### src/rtl/ext_irq_pkg.sv
// Shared types and constants for the external interrupt controller.
package ext_irq_pkg;

    typedef logic [1:0] irq_state_t;

    localparam irq_state_t IDLE    = 2'd0;
    localparam irq_state_t REQ     = 2'd1;
    localparam irq_state_t SERVICE = 2'd2;

    localparam int EXT_IRQ_MAX_LINES = 16;

endpackage

### src/rtl/ext_irq_ctrl_prio_enc.sv
// Lowest-index-first priority encoder (module irq_prio_enc), purely combinational.
module irq_prio_enc #(
    parameter int N_IRQ = 4,
    parameter int ID_W  = 2
) (
    input  logic [N_IRQ-1:0] cand,
    output logic [ID_W-1:0]  idx,
    output logic             valid
);

    always_comb begin
        idx   = '0;
        valid = |cand;
        // Walk downwards so the lowest set index is written last.
        for (int i = N_IRQ - 1; i >= 0; i--) begin
            if (cand[i]) idx = ID_W'(i);
        end
    end

endmodule

### src/rtl/ext_irq_ctrl.sv
// External interrupt controller: sticky pending/lost bits and one req/ack/eoi handshake.
// Optional EXT_IRQ_SYNC_EN inserts a two-flop synchroniser in front of rise capture.
module ext_irq_ctrl
    import ext_irq_pkg::*;
#(
    parameter int N_IRQ = 4,
    parameter int ID_W  = 2
) (
    input  logic             clk,
    input  logic             rst,
    input  logic [N_IRQ-1:0] irq_in,
    input  logic [N_IRQ-1:0] irq_en,
    input  logic             irq_ack,
    input  logic             irq_eoi,
    input  logic             lost_clr,
    output logic             irq_req,
    output logic [ID_W-1:0]  irq_id,
    output logic             in_service,
    output logic [N_IRQ-1:0] pending,
    output logic [N_IRQ-1:0] irq_lost
);

    irq_state_t       state;
    logic [N_IRQ-1:0] irq_s;
    logic [N_IRQ-1:0] irq_prev;
    logic [N_IRQ-1:0] rise;
    logic [N_IRQ-1:0] cand;
    logic [N_IRQ-1:0] clr_mask;
    logic [ID_W-1:0]  win_id;
    logic             win_valid;
    logic             ack_ok;

`ifdef EXT_IRQ_SYNC_EN
    logic [N_IRQ-1:0] sync1, sync2;

    always_ff @(posedge clk or posedge rst) begin
        if (rst) begin
            sync1 <= '0;
            sync2 <= '0;
        end else begin
            sync1 <= irq_in;
            sync2 <= sync1;
        end
    end

    assign irq_s = sync2;
`else
    assign irq_s = irq_in;
`endif

    // Long detector pulses (divided clock) collapse to a single rise here.
    assign rise     = irq_s & ~irq_prev;
    assign ack_ok   = (state == REQ) && irq_ack;
    assign clr_mask = ack_ok ? (N_IRQ'(1) << irq_id) : '0;
    assign cand     = pending & irq_en;

    irq_prio_enc #(
        .N_IRQ (N_IRQ),
        .ID_W  (ID_W)
    ) u_prio_enc (
        .cand  (cand),
        .idx   (win_id),
        .valid (win_valid)
    );

    always_ff @(posedge clk or posedge rst) begin
        if (rst) begin
            irq_prev <= '0;
            pending  <= '0;
            irq_lost <= '0;
        end else begin
            irq_prev <= irq_s;
            pending  <= (pending & ~clr_mask) | rise;
            irq_lost <= (irq_lost & ~{N_IRQ{lost_clr}}) | (rise & pending & ~clr_mask);
        end
    end

    // irq_id is only loaded on IDLE->REQ, so it stays frozen through REQ and SERVICE.
    always_ff @(posedge clk or posedge rst) begin
        if (rst) begin
            state  <= IDLE;
            irq_id <= '0;
        end else begin
            case (state)
                IDLE: begin
                    if (win_valid) begin
                        state  <= REQ;
                        irq_id <= win_id;
                    end
                end
                REQ: begin
                    if (irq_ack)              state <= SERVICE;
                    else if (!irq_en[irq_id]) state <= IDLE;
                end
                SERVICE: begin
                    if (irq_eoi) state <= IDLE;
                end
                default: state <= IDLE;
            endcase
        end
    end

    assign irq_req    = (state == REQ);
    assign in_service = (state == SERVICE);

endmodule

### config.mk
export PLATFORM = sky130hd
export DESIGN_NAME = ext_irq_ctrl
export DESIGN_NICKNAME = d
export VERILOG_FILES = /design/src/rtl/ext_irq_pkg.sv /design/src/rtl/ext_irq_ctrl_prio_enc.sv /design/src/rtl/ext_irq_ctrl.sv
export SDC_FILE = /design/constraint.sdc
export NUM_CORES = 1
export LEC_CHECK = 0
export CAP_MARGIN = 40
export CORE_MARGIN = 2
export CORE_UTILIZATION = 41
export CTS_CLUSTER_DIAMETER = 120
export DETAILED_ROUTE_END_ITERATION = 8
export HOLD_SLACK_MARGIN = 0.06
export PLACE_DENSITY = 0.82
export SKIP_CTS_REPAIR_TIMING = 1
export SYNTH_ARGS = -nofsm -noshare
export SYNTH_HDL_FRONTEND = slang
export SYNTH_SLANG_ARGS = --single-unit
### constraint.sdc
create_clock -name clk -period 1.3 [get_ports clk]
set_input_delay 0.13 -clock clk [delete_from_list [all_inputs] [get_ports clk]]
set_output_delay 0.13 -clock clk [all_outputs]
set_load 0.02 [all_outputs]
==> summary.md, run 1 <==
| Metric | Value |
|---|---|
| Global route overflow | `0` |
| Largest fanout on the critical path | `2` |
| Number of flops mapped to enable cells by yosys | `0` |
| Synth Area in Compound Gates | `14.0%` |
| Actual slew at the worst max-slew pin | `270 ps` |
| Final slew viol count | `0` |
| Port buffer count | `24` |
| Slowest CP cell | `dfrtp_2` |
| PwrDens | `2050 nW/um^2` |
| Util after Layout | `67.4%` |
| Top-area cell type share of the netlist area | `61.2%` |
| Largest net degree at the start of global routing | `17` |
| Syn Inst Count | `58` |
| Die Y-Extent | `44.0 um` |
| Row Count | `14` |
| I/O Pins | `25` |
| Non-filler cells, final | `106` |
| Minimum clock period | `1250 ps` |
| Crit Path Category | `reg2reg` |
| Worst skew pair latency | `290 ps` |
| Final Hold Fails | `0` |
| Clock-pin slew on the worst setup and hold paths | `90 ps` |
| Yosys reg bits | `16` |
| Sequential area share after synthesis | `61.2%` |
| RSZ-0062 raised after global routing | `false` |
| Avg Cell Area, Syn | `11.3 sq um` |
| Dominant cell type by area after synthesis | `dfrtp_1` |
| Final setup fails | `0` |
| Layer with the highest usage | `met2` |
| Async SR Flop Fraction | `100%` |
| Nets | `104` |
| Routing usage on met1 | `22.2%` |
| TritonRoute pass-1 iters | `4` |
| Initial antenna violation count | `0` |
| CTS tree | `built` |
| Wire per inst | `13.5 um` |
| Total GRT Usage | `17.6%` |
| Storage element area | `402 sq um` |
| Critical Path RT | `1480 ps` |
| Synth Net Count | `71` |
| Post-Place Setup Slack | `-178 ps` |
| Max stage delay on crit path | `420 ps` |
| Most instantiated cells after synthesis | `dfrtp_1, nand2_1, inv_1` |
| DPL Wire Length | `1.10 mm` |
| Setup ws final | `47.0 ps` |
| H-tree depth | `1` |
| Met3 GRT Util | `3.75%` |
| Ys flop type | `dfrtp_1` |
| Worst VDD drop | `0.940 mV` |
| Post-route ant nets | `0` |
| Die Width | `44.0 um` |
| Share of cells above drive strength 1 | `17.8%` |
| Clk sink count | `16` |
| Mapped Area | `654 sq um` |
| # DRC | `0` |
| Count of cell types in the netlist | `18` |
| Placed insts | `101` |
| Bufs and invs on worst path | `0` |
| M2 GR Usage | `26.2%` |
| Die area | `1930 sq um` |
| Synth Area in Simple Gates | `16.3%` |
| Worst Hold Class | `in2async` |
| CTS max path bufs | `2` |
| CP cell instances | `a22o_1, o21ai_2, mux2_2` |
| MaxCap Viol Count | `0` |
| DRT Wirelength | `1.43 mm` |
| Outcome | `completed` |
| GP Congestion | `0.897` |
| Final worst path period share | `96.4%` |
| Startpoint types | `flop` |
| Adder-Cell Fraction of Synth Area | `0%` |
| Vias | `549` |
| Max-slew headroom | `81.9%` |
| Core region area | `1510 sq um` |
| Fillers | `124` |
| Vias in the first global route | `563` |
| Root buffer cell | `clkbuf_4` |
| Worst Clk Skew | `3.11 ps` |
| Hold WS | `132 ps` |
| Top-count cell post-synth | `dfrtp_1` |
| ANT cells | `0` |
| Initial detailed-routing violation count | `1` |
| Synth-to-Final Area Change | `55.1%` |
| Warnings, synthesis | `0` |
| Mux contribution to synthesized area | `5.16%` |
| Crit. End Element | `flop` |
| Leakage | `0.528 nW` |
| WP data arrival | `1440 ps` |
| Starting Density | `43.4%` |
| Largest family of logic cells by synthesized area | `simple AND/OR/NAND/NOR gates` |
| Synth top area cells | `dfrtp_1, nand2_1, nand2b_1, o22ai_1, inv_1` |
| CTS Buf Count | `3` |
| Avg Vias per Cell | `5.18` |
| Kind of cell adding the most delay to the critical path | `flip-flops` |
| Synth Area in XOR/XNOR | `0%` |
| Area of the multi-input gates | `241 sq um` |
| Highest clock rate | `0.798 GHz` |
| Global-route wire length before repair | `2.43 mm` |
[final timing paths]
| check | startpoint | slack, ps | cells after the start | endpoint |
|---|---|---|---|---|
| max in group asynchronous | rst | 980 | 3 | pending[0] |
| worst max-delay path | pending[0] | 50 | 3 | irq_id[0] |
| min in group clk | irq_in[3] | 300 | 1 | irq_prev[3] |
| worst min register to register | irq_prev[1] | 520 | 2 | pending[1] |
| worst max register to register | pending[0] | 50 | 3 | irq_id[0] |
| worst min-delay path | rst | 130 | 3 | irq_prev[2] |
[per-layer routing]
layer  up-vias  part of all wire (%)
met5         -                     0
li1        270                     -
met2        25                    45
met1       247                    44
met3         7                   8.2
met4         0                   3.6
[where the power goes]
part	internal, W	switching, W
Clock	0.000171	0.000158
Combinational	0.000479	0.000501
Sequential	0.000647	0.000122
[registers in the layout, indices dropped and copies added, names as in the netlist]
| register | cells |
|---|---|
| irq_lost | 4 |
| irq_prev | 4 |
| pending | 4 |
| irq_id | 2 |
| state | 2 |
[kinds of logic after synthesis]
group | after synthesis
AO/OA/AOI/OAI | 14
buffers and inverters | 6
flip-flops | 16
multiplexers | 2
AND/OR/NAND/NOR | 20
[area by class of cell]
| class | count | share of cell area, % |
|---|---|---|
| Inverter | 6 | 2.22 |
| Multi-Input combinational cell | 36 | 23.8 |
| Sequential cell | 16 | 39.6 |
| Clock buffer | 4 | 3.58 |
| Timing Repair Buffer | 28 | 28.9 |
| Tap cell | 16 | 1.97 |
[metrics by stage]
stage | area [sq um] | power (W) | setup TNS, ps
global placement | 938 | 0.00173 | -196
CTS | 975 | 0.00208 | -2020
finish | 1010 | 0.00208 | 0
detailed placement | 938 | 0.00176 | -261
floorplan | 656 | 0.00129 | 0
global route | 1010 | 0.00221 | 0
[worst register-to-register path, cell delays in order (launching register included)]
cell	delay, ps
dfrtp_2	420
a22o_1	230
o21ai_2	150
mux2_2	350
[cell usage in the layout (no fill, tap or decap)]
cell and instances:
mux4_2 1, inv_1 6, nor2b_4 1, o21ai_0 2, clkbuf_4 3, a22o_1 1, dfrtp_2 1, mux2_2 1
dlymetal6s2s_1 11, dfrtp_1 15, buf_4 4, and2b_1 1, clkbuf_2 1, nand2_1 10, nand2b_1 5, nand3_1 1
nor2_1 1, o31ai_2 2, a21oi_1 3, a32oi_1 1, nand3b_1 1, clkbuf_8 1, clkdlybuf4s50_1 12, o22ai_1 4
o21ai_2 1
(Power assumes the default switching activity.)
==> run 2, diff against run 1 <==
CORE_UTILIZATION = 42   (was 41)
PLACE_DENSITY = 0.83   (was 0.82)
SYNTH_HIERARCHICAL = 1   (was not set)
==> run 2 against run 1 <==
- the run now ends with negative setup slack left
- wire length rose by 28%
- global-route usage increased by 2.9 points
- total power up 19%
- sequential share of layout area down 5.6 points
- cell count is 16% higher
- register-to-register slack worse by 80 ps
- die area grew 3.3%
- clock power increased by 3%
- non-clock buffer count increased by 12
==> summary.md, run 2 <==
| Metric | Value |
|---|---|
| Outcome | `complete, but fails checks` |
| Failing checks | `negative setup slack` |
| Setup TNS | `-95.7 ps (-95.7 ps)` |
| TritonRoute pass-1 iters | `4 (unchanged)` |
| Root buffer cell | `clkbuf_4` |
| Initial detailed-routing violation count | `9 (+8)` |
| Highest clock rate | `0.751 GHz (-5.9%)` |
| Post-Place Setup Slack | `-298 ps (-120 ps)` |
| Final setup fails | `4 (+4)` |
| Storage element area | `407 sq um (+1.2%)` |
| Post-route ant nets | `0 (unchanged)` |
| Leakage | `0.612 nW (+16%)` |
| Max-slew headroom | `83.8% (+1.9 points)` |
| Vias | `622 (+13%)` |
| Hold WS | `148 ps (+16.8 ps)` |
| Syn Inst Count | `63 (+8.6%)` |
| WP data arrival | `1200 ps (-240 ps)` |
| DPL Wire Length | `1.28 mm (+17%)` |
| Warnings, synthesis | `6 (+6)` |
| H-tree depth | `1 (unchanged)` |
| Yosys reg bits | `16 (unchanged)` |
| ANT cells | `0 (unchanged)` |
| Reg2reg setup slack | `-30 ps (-80 ps)` |
| Port buffer count | `24 (unchanged)` |
| Avg Cell Area, Syn | `11.0 sq um (-2.3%)` |
| Reg2Reg Depth | `5 (+2)` |
| Dominant cell type by area after synthesis | `dfrtp_1` |
| Actual slew at the worst max-slew pin | `242 ps (-27.9 ps)` |
| Most instantiated cells after synthesis | `dfrtp_1, inv_1, nand2_1, nand2b_1, o21ai_1` |
| Wire per inst | `14.8 um (+9.9%)` |
| Global-route wire length before repair | `2.84 mm (+17%)` |
| Clk sink count | `16 (unchanged)` |
| Crit Reg-Reg Startpoint | `pending[3]` |
| Ys flop type | `dfrtp_1` |
| Critical Path RT | `1170 ps (-310 ps)` |
| Top-area cell type share of the netlist area | `57.7% (-3.5 points)` |
| I/O Pins | `25 (unchanged)` |
| Worst Clk Skew | `4.15 ps (+1.03 ps)` |
| Max stage delay on crit path | `420 ps (about the same)` |
| Avg Vias per Cell | `5.06 (-2.4%)` |
| Worst Setup SP | `state[1]` |
| Setup ws final | `-31.9 ps (-78.9 ps)` |
| Worst path depth | `3 (unchanged)` |
| Synth Net Count | `76 (+7.0%)` |
| Nets | `121 (+16%)` |
| Largest net degree at the start of global routing | `17 (unchanged)` |
| Die Width | `44.7 um (+1.6%)` |
| Startpoint types | `flop` |
| RSZ-0062 raised after global routing | `true` |
| Minimum clock period | `1330 ps (+78.9 ps)` |
| Commonest cells after routing, fill and taps aside | `buf_4, clkdlybuf4s50_1, dfrtp_1` |
| Mapped Area | `694 sq um (+6.1%)` |
| Global route overflow | `0 (unchanged)` |
| Synth-to-Final Area Change | `72.4%` |
| Synth top area cells | `dfrtp_1, nand2b_1, inv_1, and2_1, o21ai_1` |
| Crit. End Element | `output pin` |
| MaxCap Viol Count | `0 (unchanged)` |
| Worst skew pair latency | `290 ps (about the same)` |
| CTS max path bufs | `2 (unchanged)` |
| Non-filler cells, final | `123 (+16%)` |
| PwrDens | `2060 nW/um^2 (+0.48%)` |
| Starting Density | `45.6% (+2.1 points)` |
| Most common cell after layout, fill and taps aside | `buf_4` |
| Kind of cell adding the most delay to the critical path | `flip-flops` |
| Slowest CP cell | `dfrtp_1` |
| Final slew viol count | `0 (unchanged)` |
| Largest fanout on the critical path | `3 (+1)` |
| Row Count | `14 (unchanged)` |
| Area of the multi-input gates | `327 sq um (+35%)` |
| Initial antenna violation count | `0 (unchanged)` |
| Final Hold Fails | `0 (unchanged)` |
| Async SR Flop Fraction | `100% (unchanged)` |
| Core region area | `1520 sq um (+1.2%)` |
| Worst VDD drop | `1.38 mV (+47%)` |
| Crit Path Category | `reg2out` |
| Clock-pin slew on the worst setup and hold paths | `100 ps (about the same)` |
| Count of cell types in the netlist | `18 (unchanged)` |
| Vias in the first global route | `674 (+20%)` |
| Share of cells above drive strength 1 | `42.1% (+24 points)` |
| Top-count cell post-synth | `dfrtp_1` |
| CTS tree | `built` |
| DRT Wirelength | `1.82 mm (+28%)` |
| # DRC | `0 (unchanged)` |
| Total GRT Usage | `20.5% (+2.9 points)` |
| Worst Hold Class | `in2async` |
| Bufs and invs on worst path | `2 (+2)` |
| CTS Buf Count | `3 (unchanged)` |
| Die area | `1990 sq um (+3.3%)` |
| Final worst path period share | `102% (+6.1 points)` |
| Final Power | `0.00246 W (+19%)` |
| Die Y-Extent | `44.7 um (+1.6%)` |
| Fillers | `97 (-22%)` |
| Regs by FF count | `irq_lost (4), irq_prev (4), pending (4)` |
| Placed insts | `115 (+14%)` |
| Number of flops mapped to enable cells by yosys | `0 (unchanged)` |
| Sequential area share after synthesis | `57.7% (-3.5 points)` |
| CP cell instances | `buf_4, and2b_2, buf_6` |
| GP Congestion | `0.711 (-21%)` |
run 2: cell types whose count changed after synthesis, sizes merged, moves of 2 or more:
| cell | change |
|---|---|
| inv | +2 |
| nand2 | -4 |
| nand2b | +2 |
| o31ai | -2 |
| and2 | +4 |
| a21oi | -2 |
| o21ai | +2 |
run 2: worst reg2reg max path: stages (launching register included):
cell	delay, ps
dfrtp_2	390
and2_4	150
nor2_2	40
nand2_1	60
nor3b_4	260
mux2_4	330
run 2: through the flow:
stage                     util, %  instance area [sq um]
after floorplan                 -                    717
after global routing         78.6                   1200
final                        78.6                   1200
after global placement       70.0                   1070
after detailed placement     70.0                   1070
after CTS                    72.4                   1100
run 2: cell families after synthesis:
family | share of synthesized area, %
buf+inv | 4.32
compound gates | 9.73
mux | 6.49
simple gates | 21.8
flops | 57.7
run 2: worst paths after layout:
| kind | end |
|---|---|
| min in group clk | irq_prev[3] |
| max in group asynchronous | pending[3] |
| min | pending[0] |
| max | irq_req |
| min reg2reg | pending[2] |
| max reg2reg | irq_id[1] |
run 2: routing by layer:
| layer | wire length, um | part of all wire [%] | track usage (%) | vias to the layer above |
|---|---|---|---|---|
| li1 | - | - | - | 301 |
| met1 | 756 | 41 | 22.5 | 305 |
| met2 | 988 | 54 | 36.8 | 14 |
| met3 | 65 | 3.6 | 4.90 | 2 |
| met4 | 13 | 0.71 | 9.09 | 0 |
| met5 | 0 | 0 | 0 | - |
run 2: area by class of cell:
cell class | count | area share [%]
Multi-Input combinational cell | 39 | 27.3
Sequential cell | 16 | 34.0
Inverter | 8 | 2.51
Timing Repair Buffer | 40 | 31.6
Tap cell | 16 | 1.67
Clock buffer | 4 | 3.03
run 2: where the power goes:
part | leakage [nW] | internal, W | switching [W]
Sequential | 0.181 | 0.000644 | 0.000113
Combinational | 0.410 | 0.000765 | 0.000603
Clock | 0.0210 | 0.000171 | 0.000169
